--- config.mk ---
export PLATFORM = sky130hd
export DESIGN_NAME = mem_stage
export DESIGN_NICKNAME = d
export VERILOG_FILES = /design/src/rtl/mem_stage_pkg.sv /design/src/rtl/mem_align.sv /design/src/rtl/mem_stage.sv
export SDC_FILE = /design/constraint.sdc
export NUM_CORES = 1
export LEC_CHECK = 0
export ABC_AREA = 1
export CAP_MARGIN = 20
export CORE_AREA = 2 2 291 293
export CTS_BUF_LIST = sky130_fd_sc_hd__clkbuf_16
export DETAILED_ROUTE_END_ITERATION = 10
export DIE_AREA = 0 0 293 295
export DONT_BUFFER_PORTS = 1
export HOLD_SLACK_MARGIN = 0.03
export PLACE_DENSITY = 0.39
export SLEW_MARGIN = 20
export SYNTH_ARGS = -nofsm -noshare
export SYNTH_HDL_FRONTEND = slang
export SYNTH_SLANG_ARGS = --single-unit
--- constraint.sdc ---
create_clock -name clk -period 16.8 [get_ports clk]
set_input_delay 2.52 -clock clk [delete_from_list [all_inputs] [get_ports clk]]
set_output_delay 2.52 -clock clk [all_outputs]
set_load 0.02 [all_outputs]
--- src/rtl/mem_stage_pkg.sv ---
// -----------------------------------------------------------------------------
// mem_stage_pkg
//   Shared RV32I types for the memory-access stage:
//     - stage register layouts EX_MEM_stage_t / MEM_WB_stage_t and the
//       control word and RVFI record they carry
//     - mem_state_t, the data-cache handshake state
//     - byte-lane write mask constants WMASK_B / WMASK_H / WMASK_W
//     - store funct3 encodings and control-transfer opcodes
//   Optional feature macro used by the stage: MEM_STAGE_RVFI_EN.
// -----------------------------------------------------------------------------
package mem_stage_pkg;

   // Unshifted write masks for byte, halfword and word stores
   localparam logic [3:0] WMASK_B = 4'b0001;
   localparam logic [3:0] WMASK_H = 4'b0011;
   localparam logic [3:0] WMASK_W = 4'b1111;

   // Store width encodings (funct3)
   localparam logic [2:0] F3_B = 3'b000;
   localparam logic [2:0] F3_H = 3'b001;
   localparam logic [2:0] F3_W = 3'b010;

   // Control-transfer opcodes
   localparam logic [6:0] OP_BRANCH = 7'b1100011;
   localparam logic [6:0] OP_JAL    = 7'b1101111;
   localparam logic [6:0] OP_JALR   = 7'b1100111;

   typedef enum logic [1:0] {
      IDLE = 2'd0,
      WAIT = 2'd1,
      DONE = 2'd2
   } mem_state_t;

   typedef struct packed {
      logic       valid;
      logic [6:0] opcode;
      logic [2:0] funct3;
      logic       mem_read;
      logic       mem_write;
      logic       load_regfile;
      logic [3:0] regfilemux_sel;
   } ctrl_word_t;

   typedef struct packed {
      logic [31:0] pc_rdata;
      logic [31:0] pc_wdata;
      logic [31:0] mem_addr;
      logic [3:0]  mem_rmask;
      logic [3:0]  mem_wmask;
      logic [31:0] mem_rdata;
      logic [31:0] mem_wdata;
   } rvfi_t;

   typedef struct packed {
      ctrl_word_t  ctrl_wd;
      rvfi_t       rvfi_d;
      logic [31:0] alu_out;
      logic        cmp_out;
      logic [31:0] mar;
      logic [31:0] rs2_out;
      logic [31:0] u_imm;
      logic [4:0]  rd;
   } EX_MEM_stage_t;

   typedef struct packed {
      ctrl_word_t  ctrl_wd;
      rvfi_t       rvfi_d;
      logic [31:0] alu_out;
      logic        cmp_out;
      logic [31:0] mar;
      logic [31:0] mdr;
      logic [31:0] u_imm;
      logic [4:0]  rd;
   } MEM_WB_stage_t;

   // True when the instruction redirects the PC (taken branch, jal, jalr)
   function automatic logic is_redirect(input logic [6:0] opcode, input logic cmp_out);
      return ((opcode == OP_BRANCH) && cmp_out) || (opcode == OP_JAL) || (opcode == OP_JALR);
   endfunction

endpackage

--- src/rtl/mem_align.sv ---
// -----------------------------------------------------------------------------
// mem_align
//   Combinational store-lane alignment: places rs2 onto the byte lanes
//   selected by the low address bits and produces the matching write mask.
//   Shifted masks are truncated to 4 bits; misaligned accesses are not trapped.
// Ports:
//   funct3_i  in  3   store width (sb/sh/sw)
//   off_i     in  2   byte offset = mar[1:0]
//   rs2_i     in  32  raw store data
//   wmask_o   out 4   byte write mask
//   wdata_o   out 32  lane-shifted store data
// -----------------------------------------------------------------------------
module mem_align
   import mem_stage_pkg::*;
(
   input  logic [2:0]  funct3_i,
   input  logic [1:0]  off_i,
   input  logic [31:0] rs2_i,
   output logic [3:0]  wmask_o,
   output logic [31:0] wdata_o
);

   always_comb begin
      // NOTE: every output gets a default before the case so no path leaves it unassigned (no latch).
      wmask_o = '0;
      wdata_o = rs2_i;
      case (funct3_i)
         F3_B: begin
            wmask_o = WMASK_B << off_i;
            wdata_o = rs2_i << {off_i, 3'b000};
         end
         F3_H: begin
            wmask_o = WMASK_H << off_i;
            wdata_o = rs2_i << {off_i[1], 4'b0000};
         end
         F3_W: begin
            wmask_o = WMASK_W;
            wdata_o = rs2_i;
         end
         default: begin
            wmask_o = '0;
            wdata_o = rs2_i;
         end
      endcase
   end

endmodule

--- src/rtl/mem_stage.sv ---
// -----------------------------------------------------------------------------
// mem_stage
//   Memory-access stage of the 5-stage RV32I pipeline. Issues the data-cache
//   request for the instruction in EX/MEM, stalls until the cache responds and
//   loads the MEM/WB register. Loads return the raw aligned word; extension
//   happens in WB.
// Ports:
//   clk           in   1    clock, rising edge
//   rst           in   1    asynchronous active-high reset
//   ex_mem_i      in   EX_MEM_stage_t   EX/MEM register
//   stall_i       in   1    external stall, holds MEM/WB
//   dmem_address  out  32   word-aligned request address
//   dmem_read     out  1    read request, held until dmem_resp
//   dmem_write    out  1    write request, held until dmem_resp
//   dmem_wmask    out  4    byte write mask (0 on loads)
//   dmem_wdata    out  32   lane-shifted store data
//   dmem_rdata    in   32   read data, valid with dmem_resp
//   dmem_resp     in   1    single-cycle completion pulse
//   mem_stall_o   out  1    freeze upstream pipeline this cycle
//   mem_wb_o      out  MEM_WB_stage_t   MEM/WB register
// Configuration:
//   MEM_STAGE_RVFI_EN  fill the RVFI memory fields and PC redirect in MEM/WB;
//                      otherwise rvfi_d passes through untouched.
// -----------------------------------------------------------------------------
module mem_stage
   import mem_stage_pkg::*;
(
   input  logic          clk,
   input  logic          rst,
   input  EX_MEM_stage_t ex_mem_i,
   input  logic          stall_i,
   output logic [31:0]   dmem_address,
   output logic          dmem_read,
   output logic          dmem_write,
   output logic [3:0]    dmem_wmask,
   output logic [31:0]   dmem_wdata,
   input  logic [31:0]   dmem_rdata,
   input  logic          dmem_resp,
   output logic          mem_stall_o,
   output MEM_WB_stage_t mem_wb_o
);

   mem_state_t    state_q;
   logic [31:0]   rdata_buf_q;
   MEM_WB_stage_t mem_wb_q;
   MEM_WB_stage_t mem_wb_d;

   logic        is_load;
   logic        is_store;
   logic        mem_op;
   logic        not_done;
   logic        resp_accept;
   logic        wb_en;
   logic [31:0] load_data;
   logic [3:0]  align_wmask;
   logic [31:0] align_wdata;

   mem_align u_align (
      .funct3_i (ex_mem_i.ctrl_wd.funct3),
      .off_i    (ex_mem_i.mar[1:0]),
      .rs2_i    (ex_mem_i.rs2_out),
      .wmask_o  (align_wmask),
      .wdata_o  (align_wdata)
   );

   assign is_load  = ex_mem_i.ctrl_wd.valid & ex_mem_i.ctrl_wd.mem_read;
   assign is_store = ex_mem_i.ctrl_wd.valid & ex_mem_i.ctrl_wd.mem_write;
   assign mem_op   = is_load | is_store;

   // Once the response has been taken (DONE) the request is dropped so it is never re-issued.
   assign not_done    = (state_q != DONE);
   assign resp_accept = mem_op & dmem_resp & not_done;

   // Cache interface; everything is forced low while reset is held.
   assign dmem_read    = ~rst & is_load  & not_done;
   assign dmem_write   = ~rst & is_store & not_done;
   assign dmem_address = rst ? '0 : {ex_mem_i.mar[31:2], 2'b00};
   assign dmem_wmask   = (~rst & is_store) ? align_wmask : '0;
   assign dmem_wdata   = rst ? '0 : align_wdata;

   assign mem_stall_o = ~rst & mem_op & ~dmem_resp & not_done;
   assign wb_en       = ~mem_stall_o & ~stall_i;

   // A response taken under stall_i is replayed from the buffer once stall_i clears.
   assign load_data = (state_q == DONE) ? rdata_buf_q : dmem_rdata;

   always_comb begin
      mem_wb_d = '0;
      if (ex_mem_i.ctrl_wd.valid) begin
         mem_wb_d.ctrl_wd = ex_mem_i.ctrl_wd;
         mem_wb_d.rvfi_d  = ex_mem_i.rvfi_d;
         mem_wb_d.alu_out = ex_mem_i.alu_out;
         mem_wb_d.cmp_out = ex_mem_i.cmp_out;
         mem_wb_d.mar     = ex_mem_i.mar;
         mem_wb_d.u_imm   = ex_mem_i.u_imm;
         mem_wb_d.rd      = ex_mem_i.rd;
         mem_wb_d.mdr     = is_load ? load_data : '0;
`ifdef MEM_STAGE_RVFI_EN
         mem_wb_d.rvfi_d.mem_addr  = dmem_address;
         mem_wb_d.rvfi_d.mem_rmask = is_load ? 4'b1111 : 4'b0000;
         mem_wb_d.rvfi_d.mem_wmask = dmem_wmask;
         mem_wb_d.rvfi_d.mem_wdata = dmem_wdata;
         mem_wb_d.rvfi_d.mem_rdata = mem_wb_d.mdr;
         if (is_redirect(ex_mem_i.ctrl_wd.opcode, ex_mem_i.cmp_out)) begin
            mem_wb_d.rvfi_d.pc_wdata = ex_mem_i.alu_out;
         end
`endif
      end
   end

   // NOTE: sequential state uses non-blocking assignments so every register samples pre-edge values.
   always_ff @(posedge clk or posedge rst) begin
      if (rst) begin
         state_q     <= IDLE;
         rdata_buf_q <= '0;
         mem_wb_q    <= '0;
      end else begin
         if (resp_accept && stall_i) begin
            rdata_buf_q <= dmem_rdata;
         end
         if (wb_en) begin
            mem_wb_q <= mem_wb_d;
         end
         case (state_q)
            IDLE: begin
               if (mem_op) begin
                  if (!dmem_resp) begin
                     state_q <= WAIT;
                  end else if (stall_i) begin
                     state_q <= DONE;
                  end else begin
                     state_q <= IDLE;
                  end
               end
            end
            WAIT: begin
               if (dmem_resp) begin
                  state_q <= stall_i ? DONE : IDLE;
               end
            end
            DONE: begin
               // Late responses here are ignored; only stall_i releases the state.
               if (!stall_i) begin
                  state_q <= IDLE;
               end
            end
            default: state_q <= IDLE;
         endcase
      end
   end

   assign mem_wb_o = mem_wb_q;

endmodule

==> impl_metrics.env, run 1 <==
export IMPL_run_status="finished clean"
export IMPL_route_detailed_drc=0
export IMPL_crit_chain="nor2_2 > nand2_2 > nand2_2 > nand2_1 > nand3_1 > nor3b_1"
export IMPL_ys_flop_type="dfrtp_1"
export IMPL_post_route_period_util=0.434
export IMPL_drtIter0Drc=778
export IMPL_drv_slew=0
export IMPL_cts_buffers=43
export IMPL_yosys_area_top_type="dfrtp_1"
export IMPL_cts_sinks=354
export IMPL_h_tree_depth=2
export IMPL_async_flop_share=1.00
export IMPL_worst_path_dominant_cell_family="simple AND/OR/NAND/NOR gates"
export IMPL_cts_tree="yes"
export IMPL_hold_violations=0
export IMPL_cp_end_kind="output port"
export IMPL_synth_top_area_frac=0.594
export IMPL_synth_compound_area_frac=0.0480
export IMPL_core_rowCount=106
export IMPL_worst_hold_path_type="flop to flop"
export IMPL_hpwlAfterDp_mm=38.6
export IMPL_avgSynthCellArea_um2=8.09
export IMPL_grt_max_degree=107
export IMPL_power_density_nw_per_um2=128
export IMPL_finalNonFillerCells=2918
export IMPL_max_cap_viol_count=0
export IMPL_cp_arrival_ns=4.77
export IMPL_worst_slack_ns=9.51
export IMPL_grt_pass1_vias=11700
export IMPL_ctsResizeCount=0
export IMPL_postCtsSetupRepairBufs=0
export IMPL_placedCellCount=2840
export IMPL_place_congestion=0.901
export IMPL_synth_common_cells="nand2_1, dfrtp_1, nor2_1"
export IMPL_ir_drop_v=0.0000564
export IMPL_power_mw=2.21
export IMPL_antenna_left=0
export IMPL_synth_cell_types=23
export IMPL_core_area_um2=83200
export IMPL_seq_area_frac_synth=0.594
export IMPL_ys_ff_latch=354
export IMPL_ff2ff_setup_slack_ns=13.45
export IMPL_diodes=0
export IMPL_drt_pass1_iterations=5
export IMPL_die_w_um=293
export IMPL_fmax_mhz=137
export IMPL_whs_ns=0.486
export IMPL_cts_root_buffer="clkbuf_16"
export IMPL_nNetsFinal=2161
export IMPL_vias_per_cell=4.01
export IMPL_syn_inst=1844
export IMPL_holdBufCountCts=0
export IMPL_ys_top_cells_by_area="dfrtp_1, nand2_1, o21ai_0"
export IMPL_start_util=0.179
export IMPL_dieArea_um2=86400
export IMPL_grt_ovfl_total=0
export IMPL_crit_fanout=25
export IMPL_clk_path_buf_depth=3
export IMPL_leakage_nw=9.11
export IMPL_syn_to_final_growth_pct=15.1
export IMPL_portBuffers=0
export IMPL_synth_xor_area_share=0
export IMPL_fin_crit_ns=7.29
export IMPL_io_pins=747
export IMPL_finalClockSkew_ns=0.0123
export IMPL_die_y_um=295
export IMPL_synth_top_family_by_area="simple AND/OR/NAND/NOR gates"
export IMPL_wire_per_inst_um=18.1
export IMPL_crit_type="primary input to output port"
export IMPL_rsz0062_at_grt="no"
export IMPL_required_ns=14.28
export IMPL_clkSlewWorstSetupHoldPaths_ns=0.06
export IMPL_worst_slew_pin_slew_ns=0.991
export IMPL_antenna_found_initial=1
export IMPL_grt_usage=0.114
export IMPL_vias=11700
export IMPL_drive_gt1_frac=0.0473
export IMPL_synth_edf_count=0
export IMPL_post_synth_top_count_cell="nand2_1"
export IMPL_cp_slowest_stage_delay_ns=0.61
export IMPL_synthMuxAreaShare=0
export IMPL_setup_worst_path_start_class="primary input"
export IMPL_yosys_warnings=0
export IMPL_synthAdderAreaFrac=0
export IMPL_final_setup_viol_count=0
export IMPL_route_final_wire_length_mm=52.9
export IMPL_synth_area_um2=14900
export IMPL_cp_buffers_inverters=0
export IMPL_grt_pass1_wl_mm=76.0
export IMPL_cp_slowest_cell="nor3b_1"
export IMPL_cpMostUsedCell="nand2_2"
export IMPL_finalSetupTns_ns=0
export IMPL_yosys_area_share_simple=0.294
export IMPL_post_place_ws_ns=9.61
export IMPL_clkLatencyLatePin_ns=0.56
export IMPL_relSlewSlack=0.339
==> state kept, by name, summed over array words and instances, names as in the netlist <==
signal and count:
mem_wb_o 320, rdata_buf_q 32, state_q 2
==> through the flow <==
stage	area, µm²	utilization
after floorplan	14900	-
after global placement	15800	0.190
after detailed placement	15800	0.190
after CTS	17200	0.207
after global routing	17200	0.207
final	17200	0.207
==> metal layers <==
| metal | wire (µm) | GRT usage | vias to the layer above |
|---|---|---|---|
| li1 | - | - | 5524 |
| met1 | 19800 | 0.130 | 5535 |
| met2 | 26100 | 0.196 | 556 |
| met3 | 5660 | 0.0468 | 85 |
| met4 | 1320 | 0.0336 | 2 |
| met5 | 11 | 0 | - |
==> path summary, 6_finish.rpt <==
check                                 from               to  cells past startpoint
hold / removal             rdata_buf_q[31]  rdata_buf_q[31]                      2
setup reg to reg                state_q[0]    mem_wb_o[268]                      9
max in group asynchronous              rst   rdata_buf_q[4]                      3
setup / recovery             ex_mem_i[311]   dmem_wdata[15]                      6
min in group asynchronous              rst      mem_wb_o[5]                      1
hold reg to reg            rdata_buf_q[31]  rdata_buf_q[31]                      2
==> worst min-delay path: cells and delay by family (launching register included) <==
family / cells / cell delay, ns
AND/OR/NAND/NOR: 1 / 0.05
flip-flops: 1 / 0.34
AO/OA/AOI/OAI: 1 / 0.06
==> layout make-up <==
class | count | area [µm²]
tap | 1080 | 1350
clock inverter | 35 | 284
inverter | 98 | 375
sequential | 354 | 8860
clock buffer | 43 | 1080
fill | 9266 | 66000
timing repair buffer | 14 | 105
multi-input combinational | 1294 | 5130
==> where the power goes <==
group	leakage (nW)	internal (mW)	total (mW)	switching, mW
logic	3.87	0.0536	0.197	0.143
clock network	0.684	0.528	0.910	0.382
registers	4.55	0.940	1.10	0.158
==> cells by family (layout without fill, tap and decap cells) <==
group                  Yosys count  count (layout)
AOI/OAI and AO/OA              143             143
buffers and inverters          197             190
DFF                            354             354
other                            1               2
and+or+nand+nor               1149            1149
==> layout by cell type (no fill, tap or decap), drive strengths merged <==
cell type  Yosys  final
nand2       1017   1017
dfrtp        354    354
inv           98    108
nor2         104    104
o21ai         84     84
a21oi         59     59
clkbuf        23     43
nand3         17     17
clkinv         0     17
buf           76     14
nand4          8      8
clkinvlp       0      4
bufinv         0      4
conb           1      2
nor3           1      1
or2            1      1
nor3b          1      1
Note: power is estimated with default switching activity, not from simulation.
==> run 2: changes to the inputs <==
==> constraint.sdc (replaced) <==
create_clock -name clk -period 5.95 [get_ports clk]
set_input_delay 0.8925 -clock clk [delete_from_list [all_inputs] [get_ports clk]]
set_output_delay 0.8925 -clock clk [all_outputs]
set_load 0.02 [all_outputs]
==> run 2 against run 1 <==
Effect of this change:
- core utilization barely moved
- critical path type unchanged
- worst setup slack got worse by 7.7 ns
- critical path depth did not move
- first-iteration DRC count fell by 12%
- sequential power rose to 2.8 times the previous value
- non-clock buffer count fell by 2
- die area did not move
- total power rose to 2.8 times the previous value
- via count rose by 0.40%
==> impl_metrics.env, run 2 (synthesis results as in run 1) <==
export IMPL_reg2regPathDepth=8
export IMPL_seqPwrFrac=0.505
export IMPL_die_w_um=293
export IMPL_swShare=0.309
export IMPL_syn_to_final_growth_pct=15.0
export IMPL_vias_per_cell=4.03
export IMPL_cts_buffers=42
export IMPL_start_util=0.179
export IMPL_worst_slew_pin_slew_ns=1.04
export IMPL_grt_ovfl_total=0
export IMPL_grt_pass1_wl_mm=75.5
export IMPL_clkSlewWorstSetupHoldPaths_ns=0.06
export IMPL_rsz0062_at_grt="no"
export IMPL_internal_power_mw=4.25
export IMPL_crit_fanout=25
export IMPL_wire_per_inst_um=18.1
export IMPL_ir_drop_v=0.000180
export IMPL_ctsResizeCount=0
export IMPL_finalSetupTns_ns=0
export IMPL_relSlewSlack=0.305
export IMPL_cts_root_buffer="clkbuf_16"
export IMPL_drtIter0Drc=681
export IMPL_largest_register_ffs=320
export IMPL_pwr_share_clk=0.405
export IMPL_cp_end_kind="output port"
export IMPL_cp_arrival_ns=3.27
export IMPL_portBuffers=0
export IMPL_drive_gt1_frac=0.0452
export IMPL_leakage_nw=9.09
export IMPL_clkLatencyLatePin_ns=0.55
export IMPL_required_ns=5.06
export IMPL_antenna_left=0
export IMPL_drv_slew=0
export IMPL_p_sw_mw=1.90
export IMPL_die_y_um=295
export IMPL_h_tree_depth=2
export IMPL_p_comb_frac=0.090
export IMPL_postCtsSetupRepairBufs=0
export IMPL_final_common_cell="nand2_1"
export IMPL_core_area_um2=83200
export IMPL_max_cap_viol_count=0
export IMPL_dieArea_um2=86400
export IMPL_finalClockSkew_ns=0.0176
export IMPL_power_mw=6.15
export IMPL_final_setup_viol_count=0
export IMPL_run_status="finished clean"
export IMPL_diodes=0
export IMPL_grt_pass1_vias=11300
export IMPL_drt_pass1_iterations=6
export IMPL_post_route_period_util=0.700
export IMPL_place_congestion=0.920
export IMPL_antenna_found_initial=0
export IMPL_route_detailed_drc=0
export IMPL_fmax_mhz=240
export IMPL_power_density_nw_per_um2=358
export IMPL_crit_type="primary input to output port"
export IMPL_vias=11700
export IMPL_worst_hold_path_type="primary input to asynchronous set/reset pin"
export IMPL_whs_ns=0.344
export IMPL_grt_max_degree=180
export IMPL_layout_common_cells="nand2_1, dfrtp_1, nor2_1, inv_1, o21ai_0"
export IMPL_final_util=0.206
export IMPL_core_rowCount=106
export IMPL_regArea_um2=8860
export IMPL_hpwlAfterDp_mm=38.4
export IMPL_route_final_wire_length_mm=52.9
export IMPL_nNetsFinal=2158
export IMPL_cts_sinks=354
export IMPL_io_pins=747
export IMPL_cts_tree="yes"
export IMPL_holdBufCountCts=0
export IMPL_fin_crit_ns=4.16
export IMPL_hold_violations=0
export IMPL_setup_worst_path_start_class="primary input"
export IMPL_multi_input_area_um2=5130
export IMPL_clk_path_buf_depth=3
export IMPL_fill_cells=9233
export IMPL_grt_usage=0.114
run 2: routing by layer:
metal  vias to the layer above  wire (µm)  track usage
li1                       5504          -            -
met1                      5608      20200        0.135
met2                       578      26100        0.193
met3                        59       5630       0.0453
met4                         0        998       0.0270
met5                         -          0            0
run 2: through the flow:
step	area (µm²)	worst slack, ns	instances
floorplan	14900	0.236	1845
detailed placement	15800	1.86	2838
global placement	15800	1.84	2838
global route	17200	1.61	2915
CTS	17200	1.85	2915
finish	17200	1.79	2915
run 2: cell type report:
type                            count  share of cell area
Clock buffer                       43              0.0627
Multi-Input combinational cell   1294               0.299
Timing Repair Buffer               12             0.00744
Sequential cell                   354               0.516
Inverter                           98              0.0219
Clock inverter                     34              0.0140
Tap cell                         1080              0.0788
run 2: final timing paths:
check | from | to | slack (ns)
worst max-delay path | ex_mem_i[311] | dmem_wdata[15] | 1.79
worst min-delay path | rst | mem_wb_o[4] | 0.34
worst max register to register | state_q[0] | mem_wb_o[292] | 3.15
worst min register to register | rdata_buf_q[31] | rdata_buf_q[31] | 0.49
max in group asynchronous | rst | mem_wb_o[226] | 4.02
min in group clk | ex_mem_i[223] | mem_wb_o[223] | 0.45
run 2: worst max-delay path, cell delays in order:
cell	delay (ns)
nor2_2	0.58
nand2_2	0.43
nand2_2	0.52
nand2_1	0.09
nand3_1	0.10
nor3b_1	0.64
run 2: power groups by stage:
stage / Sequential (mW) / Combinational, mW / Clock [mW]
finish: 3.11 / 0.552 / 2.49
CTS: 3.11 / 0.567 / 2.61
floorplan: 3.06 / 0.464 / 0
detailed placement: 3.15 / 0.565 / 0
global placement: 3.16 / 0.552 / 0
global route: 3.13 / 0.643 / 2.71
